`src/rtl/ps2_pkg.sv`:
```
// Shared PS/2 keyboard types and constants.
// Frame states, prefix bytes and ps2_key bit positions.
package ps2_pkg;

    typedef enum logic [1:0] {
        ST_IDLE   = 2'd0,
        ST_DATA   = 2'd1,
        ST_PARITY = 2'd2,
        ST_STOP   = 2'd3
    } ps2_state_t;

    localparam logic [7:0] PS2_EXT   = 8'hE0;
    localparam logic [7:0] PS2_BRK   = 8'hF0;
    localparam logic [7:0] PS2_PAUSE = 8'hE1;

    localparam logic [7:0] PS2_ACK   = 8'hFA;
    localparam logic [7:0] PS2_BAT   = 8'hAA;
    localparam logic [7:0] PS2_ECHO  = 8'hEE;
    localparam logic [7:0] PS2_RESEND = 8'hFE;
    localparam logic [7:0] PS2_OVR0  = 8'h00;
    localparam logic [7:0] PS2_OVR1  = 8'hFF;

    localparam logic [2:0] PAUSE_TAIL = 3'd7;

    localparam int KEY_TGL = 10;
    localparam int KEY_PRS = 9;
    localparam int KEY_EXT = 8;

    function automatic logic is_ignored(input logic [7:0] b);
        return (b == PS2_ACK)  || (b == PS2_BAT)    ||
               (b == PS2_ECHO) || (b == PS2_RESEND) ||
               (b == PS2_OVR0) || (b == PS2_OVR1);
    endfunction

endpackage

```
`src/rtl/ps2_line_filter.sv`:
```
// Synchroniser plus stability filter for one raw PS/2 line.
// Emits the filtered level and a one-cycle 1->0 strobe.
module ps2_line_filter #(
    parameter int FILTER_LEN = 8
) (
    input  logic clk,
    input  logic rst_n,
    input  logic raw,
    output logic level,
    output logic fall
);

    localparam int CW = (FILTER_LEN > 1) ? $clog2(FILTER_LEN) : 1;

    logic          meta;
    logic          sync;
    logic [CW-1:0] cnt;

    always_ff @(posedge clk or negedge rst_n) begin
        if (!rst_n) begin
            meta  <= 1'b1;
            sync  <= 1'b1;
            level <= 1'b1;
            cnt   <= '0;
            fall  <= 1'b0;
        end else begin
            meta <= raw;
            sync <= meta;
            fall <= 1'b0;
            if (sync == level) begin
                cnt <= '0;
            end else if (cnt == CW'(FILTER_LEN - 1)) begin
                // new level held long enough; strobe only on 1->0
                level <= sync;
                cnt   <= '0;
                fall  <= level;
            end else begin
                cnt <= cnt + 1'b1;
            end
        end
    end

endmodule

```
`src/rtl/ps2_key_encoder.sv`:
```
// PS/2 keyboard receiver producing the 11-bit ps2_key event word.
// Frame FSM, mid-frame timeout and scan-code prefix decoder.
module ps2_key_encoder
    import ps2_pkg::*;
#(
    parameter int FILTER_LEN  = 8,
    parameter int TIMEOUT_CYC = 5000
) (
    input  logic        clk_25,
    input  logic        RESET_L,
    input  logic        ps2_clk,
    input  logic        ps2_data,
    output logic [10:0] ps2_key,
    output logic        frame_err,
    output logic        busy
);

    localparam int TW = $clog2(TIMEOUT_CYC);

    logic          clk_lvl;
    logic          fall;
    logic          d;
    logic          d_fall;
    ps2_state_t    state;
    logic [7:0]    sr;
    logic [2:0]    bit_cnt;
    logic [TW-1:0] timer;
    logic          perr;
    logic          byte_valid;
    logic          ext;
    logic          brk;
    logic [2:0]    skip;
    logic          timeout;

    ps2_line_filter #(.FILTER_LEN(FILTER_LEN)) u_clk_filt (
        .clk   (clk_25),
        .rst_n (RESET_L),
        .raw   (ps2_clk),
        .level (clk_lvl),
        .fall  (fall)
    );

    ps2_line_filter #(.FILTER_LEN(FILTER_LEN)) u_data_filt (
        .clk   (clk_25),
        .rst_n (RESET_L),
        .raw   (ps2_data),
        .level (d),
        .fall  (d_fall)
    );

    assign busy    = (state != ST_IDLE);
    assign timeout = busy && !fall && (timer == TW'(TIMEOUT_CYC - 1));

    always_ff @(posedge clk_25 or negedge RESET_L) begin
        if (!RESET_L) begin
            state      <= ST_IDLE;
            sr         <= '0;
            bit_cnt    <= '0;
            timer      <= '0;
            perr       <= 1'b0;
            byte_valid <= 1'b0;
            frame_err  <= 1'b0;
        end else begin
            frame_err  <= 1'b0;
            byte_valid <= 1'b0;
            if (!busy || fall) timer <= '0;
            else               timer <= timer + 1'b1;
            if (timeout) begin
                state     <= ST_IDLE;
                frame_err <= 1'b1;
            end else if (fall) begin
                unique case (state)
                    ST_IDLE: begin
                        if (!d) begin
                            state   <= ST_DATA;
                            bit_cnt <= '0;
                            perr    <= 1'b0;
                        end else begin
                            frame_err <= 1'b1;
                        end
                    end
                    ST_DATA: begin
                        sr      <= {d, sr[7:1]};
                        bit_cnt <= bit_cnt + 1'b1;
                        if (bit_cnt == 3'd7) state <= ST_PARITY;
                    end
                    ST_PARITY: begin
                        perr  <= ~(^sr ^ d);
                        state <= ST_STOP;
                    end
                    ST_STOP: begin
                        if (d && !perr) byte_valid <= 1'b1;
                        else            frame_err  <= 1'b1;
                        state <= ST_IDLE;
                    end
                    default: state <= ST_IDLE;
                endcase
            end
        end
    end

    always_ff @(posedge clk_25 or negedge RESET_L) begin
        if (!RESET_L) begin
            ps2_key <= '0;
            ext     <= 1'b0;
            brk     <= 1'b0;
            skip    <= '0;
        end else if (byte_valid) begin
            if (skip != 3'd0) begin
                skip <= skip - 1'b1;
                ext  <= 1'b0;
                brk  <= 1'b0;
            end else if (sr == PS2_PAUSE) begin
                skip <= PAUSE_TAIL;
                ext  <= 1'b0;
                brk  <= 1'b0;
            end else if (sr == PS2_EXT) begin
                ext <= 1'b1;
            end else if (sr == PS2_BRK) begin
                brk <= 1'b1;
            end else if (!(is_ignored(sr) && !ext && !brk)) begin
                ps2_key <= {~ps2_key[KEY_TGL], ~brk, ext, sr};
                ext     <= 1'b0;
                brk     <= 1'b0;
            end
        end
    end

endmodule

```
`config.mk`:
```
export PLATFORM = sky130hd
export DESIGN_NAME = ps2_key_encoder
export DESIGN_NICKNAME = d
export VERILOG_FILES = /design/src/rtl/ps2_pkg.sv /design/src/rtl/ps2_line_filter.sv /design/src/rtl/ps2_key_encoder.sv
export SDC_FILE = /design/constraint.sdc
export NUM_CORES = 1
export LEC_CHECK = 0
export ABC_AREA = 1
export BUFFER_PORTS_ARGS = -buffer_cell sky130_fd_sc_hd__buf_2
export CAP_MARGIN = 20
export CORE_ASPECT_RATIO = 1.25
export CORE_MARGIN = 2
export CORE_UTILIZATION = 60
export CTS_CLUSTER_SIZE = 30
export DETAILED_ROUTE_END_ITERATION = 6
export GPL_TIMING_DRIVEN = 0
export HOLD_SLACK_MARGIN = 0.08
export PLACE_DENSITY = 0.79
export SYNTH_ARGS = -nofsm -noshare
export SYNTH_HDL_FRONTEND = slang
export SYNTH_HIERARCHICAL = 1
export SYNTH_SLANG_ARGS = --single-unit
export TNS_END_PERCENT = 5
```
`constraint.sdc`:
```
create_clock -name clk_25 -period 1.7 [get_ports clk_25]
set_input_delay 0.085 -clock clk_25 [delete_from_list [all_inputs] [get_ports clk_25]]
set_output_delay 0.085 -clock clk_25 [all_outputs]
set_load 0.005 [all_outputs]
```
After elaboration in Yosys (flattened, before gate mapping) --
Cells that the tools add are included.
Storage, ports and cells: memory bits (writable) 0, bits of input ports 4, output and inout bits 13, word-level logic and storage cells 132, bits in latches 0, memory bits (read-only) 0, flip-flop bits (word level) 58, memories 0
Operators by class: eq/ne operators 24, add/sub/neg operators 5, order comparisons 0, shift operators 0, div/mod/pow operators 0, bitwise logic cells 12, $mul 0, muxes and demuxes 36, reduce and logical (&&, ||, !) cells 35
Operators by type and width (number):
- $eq A8 B8 Y1 const B | 8
- $mux W3 | 7
- $mux W1 | 20
- $add A13 B1 Y13 const B | 1
- $eq A13 B13 Y1 const B | 1
- $mux W13 | 1
- $ne A4 B4 Y1 const B | 3
- $reduce_and A3 Y1 | 4
- $not A1 Y1 | 11
- $reduce_bool A2 Y1 | 5
- $add A3 B1 Y3 const B | 3
- $eq A3 B3 Y1 const B | 3
- $ne A3 B3 Y1 const B | 3
- $logic_not A8 Y1 | 1
- $mux W2 | 4
- $pmux W2 S4 | 1
- $reduce_and A4 Y1 | 2
- $reduce_xor A8 Y1 | 1
- $logic_or A1 B1 Y1 | 6
- $pmux W3 S2 | 1
- $reduce_and A2 Y1 | 3
- $reduce_and A6 Y1 | 1
- $logic_and A1 B1 Y1 | 5
- $logic_not A1 Y1 | 5
- 9 further kinds | 12

Longest topological paths before layout --
depth in word-level cells 13, depth in mapped cells 13, depth with buffers taken out 12

By module --
Netlist, hierarchy kept.
By module, submodules not included:
- ps2_key_encoder | seq. area each 1126.1 µm², cells each 271, area each 2406.1 µm², times used 1
- ps2_line_filter | seq. area each 178.9 µm², cells each 24, area each 264.0 µm², times used 2

Least setup slack after synthesis --
No wires, ideal clock.
kind reg2reg, start point register sr[4], end point register ps2_key[10], path buffers 1, period minus slack after synthesis 1.509 ns, arrival time 1.386 ns, setup time 0.123 ns, cell stages (with the launch flop) 13, data required time 1.577 ns, slack 0.191 ns, cells stage by stage dfrtp_1 inv_1 ha_1 nand2_1 nand2_1 nand2_1 nand2_1 nand2_1 nand2_2 nand2_2 nand3_2 buf_6 xnor2_2
On the way: cells in the longest elaborated chain, start to end 10, elaborated cells between the ends (all ways) 21, those cells by class 8 x eq/ne; 4 x bitwise; 9 x reduce/logical
Ends and longest elaborated chain:
- start: declaration | line ps2_key_encoder.sv:25 | logic [7:0] sr;
- start signal: assignment | line ps2_key_encoder.sv:83 | sr <= {d, sr[7:1]};
- $eq A8 B8 Y1 | line ps2_pkg.sv:30 | return (b == PS2_ACK) || (b == PS2_BAT) ||
- $logic_or A1 B1 Y1 (2 in series) | line ps2_pkg.sv:30
- $logic_or A1 B1 Y1 (2 in series) | line ps2_pkg.sv:31 | (b == PS2_ECHO) || (b == PS2_RESEND) ||
- $logic_or A1 B1 Y1 | line ps2_pkg.sv:32 | (b == PS2_OVR0) || (b == PS2_OVR1);
- $logic_and A1 B1 Y1 (2 in series) | line ps2_key_encoder.sv:121 | end else if (!(is_ignored(sr) && !ext && !brk)) begin
- $not A1 Y1 (no line)
- $reduce_and A6 Y1 (no line) (*)
- end signal: assignment | line ps2_key_encoder.sv:122 | ps2_key <= {~ps2_key[KEY_TGL], ~brk, ext, sr};
- end: declaration | line ps2_key_encoder.sv:13 | output logic [10:0] ps2_key,
Every way passes the cells marked *; elsewhere a longest branch is shown, timed or not. A chain may end at the register's enable or synchronous reset.

Worst setup path in the final report --
Same ends and word-level chain as after synthesis.

==> impl_metrics.py <==
metrics = {
    "drt": {
        "finalWirelength_mm": 5.22,
        "vias_per_cell": 5.12,
        "drtAntennaViolNets": 0,
        "dr_total_vias": 2162,
        "drt-initial-drc-count": 109,
        "drt_pre_antenna_iters": 4,
        "remaining_drc_errors": 0,
        "wl_per_cell_um": 12.4,
    },
    "worst_setup_path": {
        "critPathMaxFanout": 5,
        "end_kind": "flop",
        "worst_path_required_time_ns": 1.92,
        "critPathLaunchType": "flop",
        "worst-setup-path-type": "flop to flop",
        "critPathArrivalTime_ns": 1.93,
    },
    "clocking": {
        "clock_tree.root_cell": "clkbuf_8",
        "clk_pin_slew_worst_paths_ns": 0.06,
        "clock_sinks": 58,
        "tritoncts": "built",
        "h-tree-depth": 3,
        "cts_inserted_buffers": 9,
        "clock_network_latency_to_the_later_pin_of_the_worst_skew_pair_ns": 0.34,
        "clk_path_buf_depth": 2,
    },
    "sta": {
        "clock.fmax_ghz": 0.585,
        "timing.clock.skew_ns": 0.0115,
        "rsz0062_at_grt": "true",
        "setup_viol": 4,
        "hold-worst-slack_ns": 0.300,
        "final_hold_viol_count": 0,
        "slew_viol_final": 0,
        "fin_crit_sh": 1.01,
        "layout_min_cycle_time_ns": 1.71,
        "worstMarginPinSlew_ns": 0.622,
        "worst_slew_margin_rel": 0.585,
        "fin_ws_ns": -0.0104,
    },
    "synthesis": {
        "netlist_area_um2": 2900,
        "synthesis.nets": 346,
        "synth-warning-count": 6,
        "syn_avg_cell_area_um2": 9.18,
        "synth_cells": 316,
    },
    "finish": {
        "share_of_post_route_cells_with_drive_strength_above_1": 0.240,
        "fin_area_um2": 3420,
        "layout_commonest_cell": "nand2_1",
        "commonest_non_fill_non_tap_cells_in_the_layout": "nand2_1, dfrtp_1, inv_1",
        "final_cells": 422,
        "finish.utilization": 0.728,
        "layout-area-overhead-vs-synth_pct": 17.8,
        "number_of_nets_at_the_end_of_the_flow": 387,
        "antenna_cells": 0,
    },
    "global_routing": {
        "grt_first_pass_wirelength_mm": 8.16,
        "grt_max_degree": 33,
        "overflow": 0,
        "grt_antenna_before_repair": 0,
        "met3_usage": 0.0562,
        "globalRouteMet1Util": 0.199,
        "groute.layer.met2.usage": 0.380,
        "track_usage": 0.204,
        "gr-max-usage-layer": "met2",
        "grt_pass1_vias": 2002,
    },
    "min_path": {
        "worst_hold_path_type": "input port to asynchronous set/reset pin",
    },
    "power": {
        "sequentialPowerShare": 0.542,
        "net-switching-power_mw": 0.736,
        "internal_power_mw": 2.11,
        "fin_total_pwr_mw": 2.85,
        "share_clk_of_total_power": 0.359,
        "power.switching_fraction": 0.258,
        "combPwrFrac": 0.099,
        "max-vdd-ir-drop_mv": 0.777,
        "total_leakage_power_nw": 1.70,
        "power_density_over_the_cells_nw_per_um2": 833,
    },
    "job": {
        "max-cap-violations": 0,
    },
    "floorplanning": {
        "placement_rows": 28,
        "ioPinCount": 17,
        "floorplan.initialDensity": 0.618,
        "placeableCoreArea_um2": 4690,
        "die-area_um2": 5410,
        "die_y_um": 81.8,
        "dieWidth_um": 66.2,
    },
    "placement": {
        "post-place-cells": 393,
        "detailed_place.area_um2": 3080,
        "place_hpwl_mm": 3.56,
        "port_buffers": 16,
        "globalplace.congestion": 0.818,
    },
    "outcome": {
        "violations": "setup timing",
        "run_status": "finished, violations left",
    },
}
state kept, by name, indices dropped and copies added, names as in the netlist:
| signal | cells |
|---|---|
| ext | 1 |
| state | 2 |
| frame_err | 1 |
| brk | 1 |
| u_clk_filt/level | 1 |
| byte_valid | 1 |
| perr | 1 |
| u_data_filt/sync | 1 |
| u_clk_filt/meta | 1 |
| u_data_filt/cnt | 3 |
| u_data_filt/meta | 1 |
| timer | 13 |
| ps2_key | 11 |
| bit_cnt | 3 |
| u_data_filt/level | 1 |
| skip | 3 |
| u_clk_filt/cnt | 3 |
| u_clk_filt/fall | 1 |
| sr | 8 |
| u_clk_filt/sync | 1 |
metrics by stage:
stage / setup TNS (ns) / worst slack (ns)
2_1_floorplan: 0 / 0.191
3_3_place_gp: 0 / 0.0260
3_5_place_dp: 0 / 0.00885
4_1_cts: 0 / 0.00869
5_1_grt: -0.844 / -0.0806
6_report: -0.0192 / -0.0104
timing repair:
action / in CTS / in global routing
hold buffers: 3 / 0
buffers inserted: 0 / 9
resized for setup: 1 / 27
pin swaps: 0 / 6
endpoints found under the setup margin: 10 / 21
gates cloned: 0 / 1
endpoints found under the hold margin: 27 / 0
worst paths after layout:
check / slack [ns] / endpoint / from / depth (start not counted)
worst max-delay path: -0.01 / ps2_key[10] / sr[4] / 12
worst min register to register: 0.36 / u_data_filt/sync / u_data_filt/meta / 0
max in group asynchronous: 0.74 / u_clk_filt/level / RESET_L / 3
min in group clk_25: 0.36 / u_data_filt/sync / u_data_filt/meta / 0
worst min-delay path: 0.30 / ps2_key[6] / RESET_L / 2
worst max register to register: -0.01 / ps2_key[10] / sr[4] / 12
per-layer routing:
metal  up-vias  part of all wire
met5         -                 0
met4         0             0.034
met3        15             0.033
met2        37              0.53
met1      1017              0.40
li1       1093                 -
power groups by stage:
stage	combinational, mW	sequential (mW)	clock (mW)
2_1_floorplan	0.195	1.55	0
3_3_place_gp	0.248	1.56	0
3_5_place_dp	0.268	1.56	0
4_1_cts	0.284	1.54	1.04
5_1_grt	0.341	1.55	1.10
6_report	0.282	1.54	1.02
critical path: stages (launching register included):
cell	delay, ns
dfrtp_1	0.40
inv_2	0.08
ha_2	0.21
nand2_4	0.11
nand2_1	0.06
nand2_1	0.06
nand2_1	0.06
nand2_1	0.07
nand2_2	0.07
nand2_2	0.08
nand3_4	0.11
buf_6	0.16
xnor2_2	0.12
final cells by class:
| cell class | count | area [um2] |
|---|---|---|
| Fill cell | 337 | 1280 |
| Clock buffer | 12 | 135 |
| Timing Repair Buffer | 30 | 209 |
| Multi-Input combinational cell | 209 | 1320 |
| Buffer | 3 | 31.3 |
| Sequential cell | 58 | 1460 |
| Tap cell | 60 | 75.1 |
| Inverter | 46 | 173 |
| Clock inverter | 4 | 20.0 |
(Power assumes the default switching activity.)
